[src/rtl/alu_pkg.sv]
// alu_pkg: opcode encodings and flag-vector bit positions shared by the ALU pipeline
package alu_pkg;
    localparam logic [2:0] OP_AND  = 3'd0;
    localparam logic [2:0] OP_OR   = 3'd1;
    localparam logic [2:0] OP_ADD  = 3'd2;
    localparam logic [2:0] OP_SUB  = 3'd3;
    localparam logic [2:0] OP_ANDN = 3'd4;
    localparam logic [2:0] OP_ORN  = 3'd5;
    localparam logic [2:0] OP_SLL  = 3'd6;
    localparam logic [2:0] OP_SLT  = 3'd7;
    localparam int FLG_Z = 3;
    localparam int FLG_N = 2;
    localparam int FLG_C = 1;
    localparam int FLG_V = 0;
endpackage

[src/rtl/alu_pipe_if.sv]
// alu_pipe_if: request/response bundle of the pipelined ALU
//   request : in_valid, in_ready, a, b, sel, in_tag
//   response: out_valid, out_ready, y, z_flag, n_flag, c_flag, v_flag, out_tag
//   master drives requests and out_ready; slave is the ALU side
interface alu_pipe_if #(parameter int N = 32, parameter int TAG_W = 4);
    logic             in_valid;
    logic             in_ready;
    logic [N-1:0]     a;
    logic [N-1:0]     b;
    logic [2:0]       sel;
    logic [TAG_W-1:0] in_tag;
    logic             out_valid;
    logic             out_ready;
    logic [N-1:0]     y;
    logic             z_flag;
    logic             n_flag;
    logic             c_flag;
    logic             v_flag;
    logic [TAG_W-1:0] out_tag;
    modport master (
        output in_valid, a, b, sel, in_tag, out_ready,
        input  in_ready, out_valid, y, z_flag, n_flag, c_flag, v_flag, out_tag
    );
    modport slave (
        input  in_valid, a, b, sel, in_tag, out_ready,
        output in_ready, out_valid, y, z_flag, n_flag, c_flag, v_flag, out_tag
    );
endinterface

[src/rtl/alu_core.sv]
// alu_core: combinational N-bit ALU producing result and Z/N/C/V flags
//   a, b : operands      sel : opcode (alu_pkg OP_*)
//   y    : result        z, n, c, v : zero, negative, carry/no-borrow, signed overflow
module alu_core
    import alu_pkg::*;
#(
    parameter int N = 32
) (
    input  logic [N-1:0] a,
    input  logic [N-1:0] b,
    input  logic [2:0]   sel,
    output logic [N-1:0] y,
    output logic         z,
    output logic         n,
    output logic         c,
    output logic         v
);
    localparam int SW = $clog2(N);
    logic [N:0]   sum;
    logic [N:0]   dif;
    logic         v_add;
    logic         v_sub;
    logic [N-1:0] r [8];
    always_comb begin
        sum   = {1'b0, a} + {1'b0, b};
        dif   = {1'b0, a} + {1'b0, ~b} + {{N{1'b0}}, 1'b1};
        v_add = (a[N-1] == b[N-1]) && (sum[N-1] != a[N-1]);
        v_sub = (a[N-1] != b[N-1]) && (dif[N-1] != a[N-1]);
        r[OP_AND]  = a & b;
        r[OP_OR]   = a | b;
        r[OP_ADD]  = sum[N-1:0];
        r[OP_SUB]  = dif[N-1:0];
        r[OP_ANDN] = a & ~b;
        r[OP_ORN]  = a | ~b;
        r[OP_SLL]  = a << b[SW-1:0];
        // signed less-than from the subtractor: sign of a-b corrected by overflow
        r[OP_SLT]  = {{(N-1){1'b0}}, dif[N-1] ^ v_sub};
        y = r[sel];
        z = ~|y;
        n = y[N-1];
        c = (sel == OP_ADD) ? sum[N] : (sel == OP_SUB) ? dif[N] : 1'b0;
        v = (sel == OP_ADD) ? v_add : (sel == OP_SUB) ? v_sub : 1'b0;
    end
endmodule

[src/rtl/alu_pipe.sv]
// alu_pipe: two-stage valid/ready pipelined ALU with registered flags and pass-through tag
//   clk, rst : clock and asynchronous active-high reset
//   bus      : alu_pipe_if slave; stage 1 holds a/b/sel/tag, stage 2 holds y/flags/tag
module alu_pipe
    import alu_pkg::*;
#(
    parameter int N     = 32,
    parameter int TAG_W = 4
) (
    input logic       clk,
    input logic       rst,
    alu_pipe_if.slave bus
);
    logic             s1_v_q, s1_v_d, s2_v_q, s2_v_d, adv1, adv2;
    logic [N-1:0]     a_q, a_d, b_q, b_d, y_q, y_d, core_y;
    logic [2:0]       sel_q, sel_d;
    logic [TAG_W-1:0] tag1_q, tag1_d, tag2_q, tag2_d;
    logic [3:0]       flg_q, flg_d, flg_new;
    logic             core_z, core_n, core_c, core_v;
    alu_core #(.N(N)) u_core (
        .a(a_q), .b(b_q), .sel(sel_q),
        .y(core_y), .z(core_z), .n(core_n), .c(core_c), .v(core_v)
    );
    always_comb begin
        adv2 = !s2_v_q || bus.out_ready;
        adv1 = !s1_v_q || adv2;
        s1_v_d = adv1 ? bus.in_valid : s1_v_q;
        a_d    = (adv1 && bus.in_valid) ? bus.a : a_q;
        b_d    = (adv1 && bus.in_valid) ? bus.b : b_q;
        sel_d  = (adv1 && bus.in_valid) ? bus.sel : sel_q;
        tag1_d = (adv1 && bus.in_valid) ? bus.in_tag : tag1_q;
        flg_new = '0;
        flg_new[FLG_Z] = core_z;
        flg_new[FLG_N] = core_n;
        flg_new[FLG_C] = core_c;
        flg_new[FLG_V] = core_v;
        s2_v_d = adv2 ? s1_v_q : s2_v_q;
        y_d    = (adv2 && s1_v_q) ? core_y : y_q;
        flg_d  = (adv2 && s1_v_q) ? flg_new : flg_q;
        tag2_d = (adv2 && s1_v_q) ? tag1_q : tag2_q;
    end
    always_ff @(posedge clk or posedge rst) begin
        if (rst) begin
            s1_v_q <= 1'b0;
            a_q    <= '0;
            b_q    <= '0;
            sel_q  <= '0;
            tag1_q <= '0;
            s2_v_q <= 1'b0;
            y_q    <= '0;
            flg_q  <= '0;
            tag2_q <= '0;
        end else begin
            s1_v_q <= s1_v_d;
            a_q    <= a_d;
            b_q    <= b_d;
            sel_q  <= sel_d;
            tag1_q <= tag1_d;
            s2_v_q <= s2_v_d;
            y_q    <= y_d;
            flg_q  <= flg_d;
            tag2_q <= tag2_d;
        end
    end
    assign bus.in_ready  = adv1;
    assign bus.out_valid = s2_v_q;
    assign bus.y         = y_q;
    assign bus.z_flag    = flg_q[FLG_Z];
    assign bus.n_flag    = flg_q[FLG_N];
    assign bus.c_flag    = flg_q[FLG_C];
    assign bus.v_flag    = flg_q[FLG_V];
    assign bus.out_tag   = tag2_q;
endmodule

[src/flat_wrapper.sv]
// flat-port wrapper written by rule: the top's interface ports become plain ports
module alu_pipe_flat import alu_pkg::*;
#(
    parameter int N     = 32,
    parameter int TAG_W = 4
)
  (clk, rst, bus_in_valid, bus_a, bus_b, bus_sel, bus_in_tag, bus_out_ready, bus_in_ready, bus_out_valid, bus_y, bus_z_flag, bus_n_flag, bus_c_flag, bus_v_flag, bus_out_tag);
  alu_pipe_if #(.N(N), .TAG_W(TAG_W)) bus_i ();
  input logic clk;
  input logic rst;
  input wire logic [$bits(bus_i.in_valid)-1:0] bus_in_valid;
  input wire logic [$bits(bus_i.a)-1:0] bus_a;
  input wire logic [$bits(bus_i.b)-1:0] bus_b;
  input wire logic [$bits(bus_i.sel)-1:0] bus_sel;
  input wire logic [$bits(bus_i.in_tag)-1:0] bus_in_tag;
  input wire logic [$bits(bus_i.out_ready)-1:0] bus_out_ready;
  output wire logic [$bits(bus_i.in_ready)-1:0] bus_in_ready;
  output wire logic [$bits(bus_i.out_valid)-1:0] bus_out_valid;
  output wire logic [$bits(bus_i.y)-1:0] bus_y;
  output wire logic [$bits(bus_i.z_flag)-1:0] bus_z_flag;
  output wire logic [$bits(bus_i.n_flag)-1:0] bus_n_flag;
  output wire logic [$bits(bus_i.c_flag)-1:0] bus_c_flag;
  output wire logic [$bits(bus_i.v_flag)-1:0] bus_v_flag;
  output wire logic [$bits(bus_i.out_tag)-1:0] bus_out_tag;
  assign bus_i.in_valid = bus_in_valid;
  assign bus_i.a = bus_a;
  assign bus_i.b = bus_b;
  assign bus_i.sel = bus_sel;
  assign bus_i.in_tag = bus_in_tag;
  assign bus_i.out_ready = bus_out_ready;
  assign bus_in_ready = bus_i.in_ready;
  assign bus_out_valid = bus_i.out_valid;
  assign bus_y = bus_i.y;
  assign bus_z_flag = bus_i.z_flag;
  assign bus_n_flag = bus_i.n_flag;
  assign bus_c_flag = bus_i.c_flag;
  assign bus_v_flag = bus_i.v_flag;
  assign bus_out_tag = bus_i.out_tag;
  alu_pipe #(.N(N), .TAG_W(TAG_W)) u_core (.clk(clk), .rst(rst), .bus(bus_i));
endmodule
[config.mk]
export PLATFORM = sky130hd
export DESIGN_NAME = alu_pipe_flat
export DESIGN_NICKNAME = d
export VERILOG_FILES = /design/src/rtl/alu_pkg.sv /design/src/rtl/alu_pipe_if.sv /design/src/rtl/alu_core.sv /design/src/rtl/alu_pipe.sv /design/src/flat_wrapper.sv
export SDC_FILE = /design/constraint.sdc
export NUM_CORES = 1
export LEC_CHECK = 0
export ABC_CLOCK_PERIOD_IN_PS = 6100
export BUFFER_PORTS_ARGS = -buffer_cell sky130_fd_sc_hd__buf_2
export CORE_MARGIN = 2
export CORE_UTILIZATION = 40
export CTS_CLUSTER_DIAMETER = 50
export CTS_CLUSTER_SIZE = 14
export DETAILED_ROUTE_END_ITERATION = 10
export SYNTH_ARGS = -nofsm -noshare
export SYNTH_HDL_FRONTEND = slang
export SYNTH_SLANG_ARGS = --single-unit
[constraint.sdc]
create_clock -name clk -period 6.1 [get_ports clk]
set_clock_uncertainty 0.2 [all_clocks]
set_input_delay 0.305 -clock clk [delete_from_list [all_inputs] [get_ports clk]]
set_output_delay 0.305 -clock clk [all_outputs]
set_load 0.02 [all_outputs]
==> metrics.yaml <==
clocking:
  root_buffer: "clkbuf_16"
  cts.htree.levels: 3
  clk_path_buf_depth: 2
  clk_latency_ns: 0.39
  numCtsBuffers: 9
  cts.sinks: 112
  cts_tree: "yes"
  cts.clk_slew.worst_paths_ns: 0.09
critical_path:
  reg2reg_slack_ns: 0.41
  startpoint_type: "flip-flop"
  cp_slowest_cell: "dfrtp_2"
  critPathMaxFanout: 10
  crit_path_end_kind: "flip-flop"
  crit_type: "flip-flop to flip-flop"
  crit_family: "compound AO/OA/AOI/OAI gates"
  critPathRequiredTime_ns: 6.18
  crit_buf_inv: 1
  slowest_delay_ns: 0.47
  cp.arrival_ns: 5.77
grt:
  antenna_found_initial: 0
  grt.total_usage_pct: 30.08
  grt_max_degree: 72
  grt_pass1_wl_um: 73770
  grt-ovfl-total: 0
  grt_pass1_vias: 11530
logic_synthesis:
  yosysTopAreaCellShare_pct: 22.63
  synth_top_family_by_area: "compound AO/OA/AOI/OAI gates"
  yosysWarnings: 0
  yosys.area_share.simple_pct: 14.09
  synthTopCellsByArea: "dfrtp_1, ha_1, mux2_2"
  synth_compound_area_share_pct: 23.20
  synthMuxAreaShare_pct: 17.62
  synth_xor_area_share_pct: 1.556
  synth_ff_type: "dfrtp_1"
  synth_nets: 1651
  avgSynthCellArea_um2: 8.613
  ys_types: 86
  synth-seq-cells: 112
  synth_edf_count: 0
  synthArstFlopShare_pct: 100.0
  synth_fa_ha_area_share_pct: 14.12
  syn_area_um2: 12390
  ys_seq_area_share_pct: 22.63
  yosys.area.top_type: "dfrtp_1"
  synthesis.instances: 1438
min_path:
  hp-class: "primary input to flip-flop"
power:
  powerDensity_nw_per_um2: 317.2
  ir_worst_vdd_mv: 0.2179
  total_power_w: 0.004588
  power.leakage_nw: 6.443
run:
  drv_cap: 0
final_layout:
  n_antenna_cell: 0
  drive_above_1_share_pct: 20.65
  area_growth_pct: 16.78
  num-nets-final: 1806
timing:
  slew_viol_final: 0
  setup_tns_ns: 0
  finalCriticalPeriod_ns: 5.691
  fin_crit_sh_pct: 93.30
  hold_viol: 0
  max_freq_mhz: 175.7
  setup_violations: 0
  worstMarginPinSlew_ns: 1.093
  relSlewSlack_pct: 27.11
  rsz0062_at_grt: "no"
die:
  fp.coreArea_um2: 30510
  io_pins: 117
  initial_core_util_pct: 40.60
  fp.dieW_um: 180.0
  dieHeight_um: 180.0
  rows: 64
  fp.dieArea_um2: 32390
route:
  firstDrtPassIters: 5
  viasPerCell: 6.056
  drt_iter0_markers: 1260
  wl_um: 49370
  drc: 0
  num_vias: 12080
  wl_per_cell_um: 24.76
  antenna_left: 0
place:
  dp_hpwl_um: 37880
  portBuffers: 116
  gp_congestion: 1.022
run_status:
  status: "finished, final reports clean"
sequential cells by signal (all words and copies together) (netlist names):
| signal | flops |
|---|---|
| u_core.bus.out_valid | 1 |
| u_core.s1_v_q | 1 |
| u_core.b_q | 32 |
| u_core.tag1_q | 4 |
| u_core.sel_q | 3 |
| u_core.bus.y | 31 |
| u_core.a_q | 32 |
| u_core.bus.out_tag | 4 |
| u_core.flg_q | 4 |
synth_stat cells, drive strengths merged, types with 5 or more instances:
library cell	instances
nor2	98
o21a	6
o31ai	24
or3	5
nand2b	13
nor3	28
o21bai	8
clkbuf	51
dfrtp	112
ha	135
nand4	9
buf	46
mux2	78
xnor2	18
a211oi	25
o211ai	29
o2111ai	5
o211a	5
mux2i	35
a21oi	107
o311ai	5
nand2	178
o22ai	7
mux4	41
a311oi	8
a31oi	13
o21ai	99
nand3	19
nor2b	13
nor4	9
a21o	8
inv	98
a221oi	18
a2111oi	13
a22oi	7
power breakdown:
group / switching, W / internal, W / total, W / leakage, nW
clock: 0.000305 / 0.000333 / 0.000638 / 0.146
sequential: 0.000148 / 0.000898 / 0.00105 / 1.33
combinational: 0.00186 / 0.00104 / 0.00290 / 4.97
placed cells by master, fill, tap and decap left out, drive strengths merged, types with 28 or more instances in the layout:
| cell type | n |
|---|---|
| mux2i | 35 |
| mux2 | 78 |
| nor3 | 28 |
| o211ai | 29 |
| nor2 | 98 |
| a21oi | 107 |
| nand2 | 178 |
| o21ai | 99 |
| mux4 | 41 |
| dfrtp | 112 |
| buf | 169 |
| ha | 135 |
| inv | 99 |
| dlygate4sd3 | 72 |
worst paths after layout:
check	start	endpoint	cells after the start
setup / recovery	u_core.a_q[1]$_DFFE_PP0P_	u_core.flg_q[3]$_DFFE_PP0P_	25
setup reg to reg	u_core.a_q[1]$_DFFE_PP0P_	u_core.flg_q[3]$_DFFE_PP0P_	25
min in group asynchronous	rst	u_core.b_q[30]$_DFFE_PP0P_	3
max in group asynchronous	rst	u_core.a_q[1]$_DFFE_PP0P_	4
hold reg to reg	u_core.tag1_q[2]$_DFFE_PP0P_	u_core.bus.out_tag[2]$_DFFE_PP0P_	2
hold / removal	bus_a[8]	u_core.a_q[8]$_DFFE_PP0P_	2
logic make-up after synthesis:
logic type / count (synthesis)
xor gates and xnor gates: 22
DFF: 112
adders and majority gates: 138
buffers and inverters: 198
and+or+nand+nor: 391
muxes: 154
AOI/OAI and AO/OA: 423
layer usage:
metal	up-vias	GRT usage, %	share of wire [%]
li1	5561	-	-
met5	-	0	0
met2	568	44.14	42
met4	0	9.659	2.9
met1	5862	43.10	46
met3	84	7.658	9.4
repair_timing:
item                                    in CTS  in global routing
buffers inserted                             0                  1
endpoints found under the setup margin       0                  1
endpoints found under the hold margin      130                  0
gates resized for setup                      0                  5
hold buffers                                72                  0
cell type report:
cell class | count | area [µm²]
Tap cell | 396 | 495.5
Timing Repair Buffer | 241 | 1699
Multi-Input combinational cell | 1128 | 8773
Clock inverter | 5 | 63.81
Sequential cell | 112 | 2808
Clock buffer | 11 | 242.7
Fill cell | 2982 | 16050
Inverter | 101 | 381.6
stage by stage:
stage                     instances  hold slack (ns)  utilization, %  instance area [µm²]  setup WS [ns]
after floorplan                1438           0.2134               -                12390         0.7923
after global placement         1905           0.2367           43.95                13410         0.3382
after detailed placement       1905           0.2528           43.95                13410         0.3015
after CTS                      1993          0.01231           47.32                14440         0.2628
after global routing           1994          0.03163           47.41                14460       0.007067
final                          1994          0.03262           47.41                14460         0.4087
Power figures use the tool's default switching activity.
